**src/rtl/timer_capture_reader.sv**
```systemverilog
// -----------------------------------------------------------------------------
// timer_capture_reader
//
// Input-capture and CPU readback companion for the byte-loaded 16-bit
// timer/counter unit. An asynchronous event pin is synchronised and
// glitch-filtered. A selected edge of the filtered level snapshots the live
// timer count. The CPU reads either the live count or the capture register as
// two bytes. Reading the low byte latches the matching high byte into a
// shadow, so the pair is always coherent.
//
// Ports
//   CLK          system clock
//   CPU_Reset    asynchronous, active-high reset
//   TIMER_VALUE  live count from the timer/counter unit
//   CAPTURE_IN   external event pin, asynchronous to CLK
//   CAP_EN       capture enable (synchroniser and filter always run)
//   EDGE_SEL     00 none, 01 rising, 10 falling, 11 both
//   CAP_ACK      one-cycle strobe clearing CAP_FLAG / CAP_OVERRUN
//   RD_SRC       read source: 0 live TIMER_VALUE, 1 capture register
//   RD_LSB       read strobe, low byte (also loads the high-byte shadow)
//   RD_MSB       read strobe, high byte (returns the shadow)
//   RD_DATA      registered read data, holds between reads
//   RD_VALID     one-cycle pulse one cycle after an accepted strobe
//   CAP_FLAG     capture pending
//   CAP_OVERRUN  capture occurred while a previous one was still pending
// -----------------------------------------------------------------------------
module timer_capture_reader #(
    parameter int WIDTH       = 16,  // fixed: two byte lanes
    parameter int SYNC_STAGES = 2,   // 2..4
    parameter int FILTER_LEN  = 3    // 1..15
) (
    input  logic             CLK,
    input  logic             CPU_Reset,
    input  logic [WIDTH-1:0] TIMER_VALUE,
    input  logic             CAPTURE_IN,
    input  logic             CAP_EN,
    input  logic [1:0]       EDGE_SEL,
    input  logic             CAP_ACK,
    input  logic             RD_SRC,
    input  logic             RD_LSB,
    input  logic             RD_MSB,
    output logic [7:0]       RD_DATA,
    output logic             RD_VALID,
    output logic             CAP_FLAG,
    output logic             CAP_OVERRUN
);

    // The filter counter is sized for the largest legal FILTER_LEN (15).
    localparam logic [3:0] FILT_LAST = 4'(FILTER_LEN - 1);

    // ------------------------------------------------------------------------
    // State
    // ------------------------------------------------------------------------
    logic [SYNC_STAGES-1:0] sync_q,     sync_d;
    logic                   filt_q,     filt_d;
    logic [3:0]             cnt_q,      cnt_d;
    logic [WIDTH-1:0]       cap_q,      cap_d;
    logic                   flag_q,     flag_d;
    logic                   overrun_q,  overrun_d;
    logic [WIDTH-9:0]       shadow_q,   shadow_d;
    logic [7:0]             rd_data_q,  rd_data_d;
    logic                   rd_valid_q, rd_valid_d;

    // Combinational helpers
    logic             sync_lvl;
    logic             toggle;
    logic             rise;
    logic             fall;
    logic             qual_edge;
    logic             capture;
    logic [WIDTH-1:0] rd_sel;

    // ------------------------------------------------------------------------
    // Next-state logic
    // ------------------------------------------------------------------------
    // NOTE: every signal assigned here gets a default first, so no path can
    // leave a value unassigned and infer a latch.
    always_comb begin
        sync_d     = {sync_q[SYNC_STAGES-2:0], CAPTURE_IN};
        sync_lvl   = sync_q[SYNC_STAGES-1];
        filt_d     = filt_q;
        cnt_d      = '0;
        toggle     = 1'b0;
        cap_d      = cap_q;
        flag_d     = flag_q;
        overrun_d  = overrun_q;
        shadow_d   = shadow_q;
        rd_data_d  = rd_data_q;
        rd_valid_d = 1'b0;

        // Filter: the level only moves after FILTER_LEN consecutive cycles of
        // disagreement; any agreeing sample discards the partial count.
        if (sync_lvl != filt_q) begin
            if (cnt_q == FILT_LAST) begin
                toggle = 1'b1;
                filt_d = ~filt_q;
            end else begin
                cnt_d = cnt_q + 4'd1;
            end
        end

        // An edge is the cycle on which the filtered level toggles; its
        // direction follows from the level before the toggle.
        rise      = toggle & ~filt_q;
        fall      = toggle &  filt_q;
        qual_edge = (rise & EDGE_SEL[0]) | (fall & EDGE_SEL[1]);
        capture   = CAP_EN & qual_edge;

        // A same-cycle ACK wins over the overrun but not over the new capture.
        if (capture) begin
            cap_d  = TIMER_VALUE;
            flag_d = 1'b1;
            if (CAP_ACK) begin
                overrun_d = 1'b0;
            end else if (flag_q) begin
                overrun_d = 1'b1;
            end
        end else if (CAP_ACK) begin
            flag_d    = 1'b0;
            overrun_d = 1'b0;
        end

        // Read path uses cap_q, so a coincident capture is not visible to the
        // read in the same cycle.
        rd_sel = RD_SRC ? cap_q : TIMER_VALUE;
        if (RD_LSB) begin
            rd_data_d  = rd_sel[7:0];
            shadow_d   = rd_sel[WIDTH-1:8];
            rd_valid_d = 1'b1;
        end else if (RD_MSB) begin
            rd_data_d  = shadow_q;
            rd_valid_d = 1'b1;
        end
    end

    // ------------------------------------------------------------------------
    // State registers
    // ------------------------------------------------------------------------
    // NOTE: sequential state uses non-blocking assignments so every register
    // samples the pre-edge values, independent of statement order.
    // NOTE: every register, including the capture register and shadow, is
    // reset so readback is deterministic straight out of reset.
    always_ff @(posedge CLK or posedge CPU_Reset) begin
        if (CPU_Reset) begin
            sync_q     <= '0;
            filt_q     <= 1'b0;
            cnt_q      <= '0;
            cap_q      <= '0;
            flag_q     <= 1'b0;
            overrun_q  <= 1'b0;
            shadow_q   <= '0;
            rd_data_q  <= '0;
            rd_valid_q <= 1'b0;
        end else begin
            sync_q     <= sync_d;
            filt_q     <= filt_d;
            cnt_q      <= cnt_d;
            cap_q      <= cap_d;
            flag_q     <= flag_d;
            overrun_q  <= overrun_d;
            shadow_q   <= shadow_d;
            rd_data_q  <= rd_data_d;
            rd_valid_q <= rd_valid_d;
        end
    end

    assign RD_DATA     = rd_data_q;
    assign RD_VALID    = rd_valid_q;
    assign CAP_FLAG    = flag_q;
    assign CAP_OVERRUN = overrun_q;

endmodule

```
**config.mk**
```make
export PLATFORM = sky130hd
export DESIGN_NAME = timer_capture_reader
export DESIGN_NICKNAME = d
export VERILOG_FILES = /design/src/rtl/timer_capture_reader.sv
export SDC_FILE = /design/constraint.sdc
export NUM_CORES = 1
export LEC_CHECK = 0
export ABC_AREA = 1
export CAP_MARGIN = 0
export CORE_MARGIN = 4
export CORE_UTILIZATION = 40
export CTS_CLUSTER_SIZE = 14
export DETAILED_ROUTE_END_ITERATION = 16
export HOLD_SLACK_MARGIN = 0.05
export PLACE_DENSITY = 0.72
export SYNTH_ARGS = -nofsm -noshare
export SYNTH_HDL_FRONTEND = slang
export SYNTH_SLANG_ARGS = --single-unit
```
**constraint.sdc**
```tcl
create_clock -name CLK -period 1.7 [get_ports CLK]
set_clock_uncertainty 0.2 [all_clocks]
set_input_delay 0.34 -clock CLK [delete_from_list [all_inputs] [get_ports CLK]]
set_output_delay 0.34 -clock CLK [all_outputs]
set_load 0.01 [all_outputs]
```
==> results of run 1 <==
## per-layer routing
metal,up-vias,share of wire [%]
met2,51,46
met4,0,1.5
met5,-,0
met3,6,6.9
li1,794,-
met1,722,45
## report_power, final
group | internal, W | total, W | leakage, nW | switching, W
logic | 0.000329 | 0.000740 | 0.631 | 0.000412
registers | 0.00130 | 0.00147 | 0.531 | 0.000171
clock network | 0.000470 | 0.000806 | 0.0573 | 0.000336
total | 0.00209 | 0.00301 | 1.22 | 0.000919
## registers in the layout, indices dropped and copies added (netlist names)
register     count
cap_q           16
RD_DATA          8
shadow_q         8
cnt_q            4
sync_q           2
CAP_FLAG         1
CAP_OVERRUN      1
RD_VALID         1
filt_q           1
## kinds of logic after synthesis
| group | synth area share (%) |
|---|---|
| AO/OA/AOI/OAI | 12.4 |
| XOR/XNOR | 0.466 |
| AND/OR/NAND/NOR | 24.9 |
| buffers and inverters | 4.99 |
| flip-flops | 55.9 |
| adder cells (fa/ha/maj) | 1.33 |
## cell usage in the layout (no fill, tap or decap), drive strengths merged
cell type,count
clkdlybuf4s50,25
clkbuf,6
inv,9
bufinv,1
nor2,39
dlymetal6s2s,1
a21boi,1
dfrtp,42
dlygate4sd2,10
or2,1
nand2,51
buf,11
ha,2
a21oi,9
xnor2,1
clkinv,1
nand3,19
o21ai,34
## area by class of cell
| type | count | share of cell area [%] |
|---|---|---|
| multi-input combinational | 157 | 29.9 |
| inverter | 10 | 1.53 |
| clock buffer | 6 | 3.36 |
| tap | 52 | 2.64 |
| timing repair buffer | 47 | 18.6 |
| clock inverter | 1 | 1.22 |
| sequential | 42 | 42.7 |
## per-stage QoR
stage               setup WS (ns)  cell area (µm²)  util, %  instances  TNS [ns]
finish                      0.178             2460     55.3        315         0
global placement          -0.0746             2360     53.0        308    -0.505
CTS                        0.0147             2460     55.3        315         0
global route                0.106             2460     55.3        315         0
floorplan                   0.186             1880        -        218         0
detailed placement        -0.0477             2360     53.0        308    -0.624
## final timing paths
check / from / endpoint / slack (ns) / cells past startpoint
worst max-delay path: RD_DATA[5]$_DFFE_PP0P_ / RD_DATA[5] / 0.18 / 1
worst min-delay path: sync_q[0]$_DFF_PP0_ / sync_q[1]$_DFF_PP0_ / 0.16 / 0
worst max register to register: cnt_q[0]$_DFF_PP0_ / cap_q[8]$_DFFE_PP0P_ / 0.19 / 7
worst min register to register: sync_q[0]$_DFF_PP0_ / sync_q[1]$_DFF_PP0_ / 0.16 / 0
max in group asynchronous: CPU_Reset / shadow_q[0]$_DFFE_PP0P_ / 0.91 / 3
min in group asynchronous: CPU_Reset / shadow_q[6]$_DFFE_PP0P_ / 0.19 / 3
## timing repair
item / in CTS / in global routing
setup endpoints to repair: 10 / 1
setup buffers: 0 / 0
hold buffers: 0 / 0
gates resized for setup: 10 / 1
gates cloned: 0 / 0
==> impl_metrics.toml, run 1 <==
[cells_and_area]
syn_to_final_growth_pct = 30.8
fin_nets = 291
regArea_mm2 = 0.00105
fill_cells = 408
multiInputGateArea_um2 = 736
drive_above_1_share_pct = 9.13
n_antenna_cell = 0

[timing]
drv_slew = 0
tightestPinTransition_ns = 0.290
final_hold_viol_count = 0
finalCriticalPeriod_ns = 1.52
finalSetupViolations = 0
slew_headroom_pct = 80.7
rsz0062_at_grt = "no"
max_freq_mhz = 657
whs_ns = 0.159
period_share_pct = 89.5

[yosys]
synthTopCellsByArea = "dfrtp_1 56%, nand2_1 9.6%, o21ai_0 8.3%"
seq_area_frac_synth_pct = 55.9
synthCells = 218
synth_top_area_share_pct = 55.9
netlist_top_cells_count = "48 x nand2_1, 42 x dfrtp_1, 38 x nor2_1, 31 x o21ai_0, 19 x nand3_1"
ys_types = 20
syn_nets = 246
synth_edf_count = 0
synth.avg_cell_area_um2 = 8.63
synth.most_common_cell = "nand2_1"
synth_area_leader_cell = "dfrtp_1"
yosysWarningCount = 0
yosys_most_used_dff = "dfrtp_1"
async_flop_share_pct = 100
syn_area_mm2 = 0.00188
ys_ff_latch = 42

[floorplanning]
rows = 24
start_util_pct = 42.3
coreArea_mm2 = 0.00444
dieArea_mm2 = 0.00586
die_w_um = 76.6
io_pins = 37
die_y_um = 76.6

[clock_tree]
clkTransAtPathRegs_ns = 0.08
cts_sinks = 42
clk_latency_ns = 0.30
cts_root_buffer = "clkbuf_8"
cts_tree = "yes"
clockBufferDepth = 2
cts_max_level = 2
cts_buffers = 5

[place]
globalplace.congestion = 0.845
dp_hpwl_mm = 2.95
place.port_buffers = 36

[job]
drv_cap = 0

[global_route]
grt_pass1_vias = 1546
antenna_found_initial = 0
gr-usage-met3_pct = 5.79
gr-max-usage-layer = "met2"
grt_pass1_wl_mm = 7.16
grt_use_met2_pct = 23.6
grt_overflow = 0
grt_max_degree = 43
grtUsageTotal_pct = 15.4
met1_usage_pct = 19.2

[detailed_routing]
drt_drc_violations_left = 0
wire_per_inst_um = 13.1
vias_per_cell = 4.99
vias = 1573
drt-pass1-iter-count = 4
wirelength_mm = 4.13
drt_first_iter_violations = 113
ant_nets = 0

[hold_path]
hp-class = "flip-flop to flip-flop"

[worst_setup_path]
start_kind = "flip-flop"
worstSetupPathType = "flip-flop to output pin"
critPathSlowestCell = "dfrtp_1"
crit_buf_inv = 1
crit_arrival_ns = 0.98
cp_slowest_stage_delay_ns = 0.40
crit_chain = "dlygate4sd2_1"
cp_data_required_time_ns = 1.16
worstSetupEndpointType = "output pin"
critPathTopFamily = "flip-flops"
critical_path.max_fanout = 2

[power_and_ir_drop]
power_density_mw_per_mm2 = 1230
power.leakage_nw = 1.22
peakVddDrop_v = 0.000556
finalPower_w = 0.00301

[run_status]
status = "finished clean"
Note: power is estimated with default switching activity, not from simulation.
==> run 2: changes to the inputs <==
--- a/config.mk
+++ b/config.mk
@@ -11,6 +11,7 @@
 export CORE_UTILIZATION = 40
 export CTS_CLUSTER_SIZE = 14
 export DETAILED_ROUTE_END_ITERATION = 16
+export GPL_ROUTABILITY_DRIVEN = 0
 export HOLD_SLACK_MARGIN = 0.05
 export PLACE_DENSITY = 0.72
 export SYNTH_ARGS = -nofsm -noshare
==> results of run 2 <==
The final DEF is identical to that of run 1; final timing and power are the same.
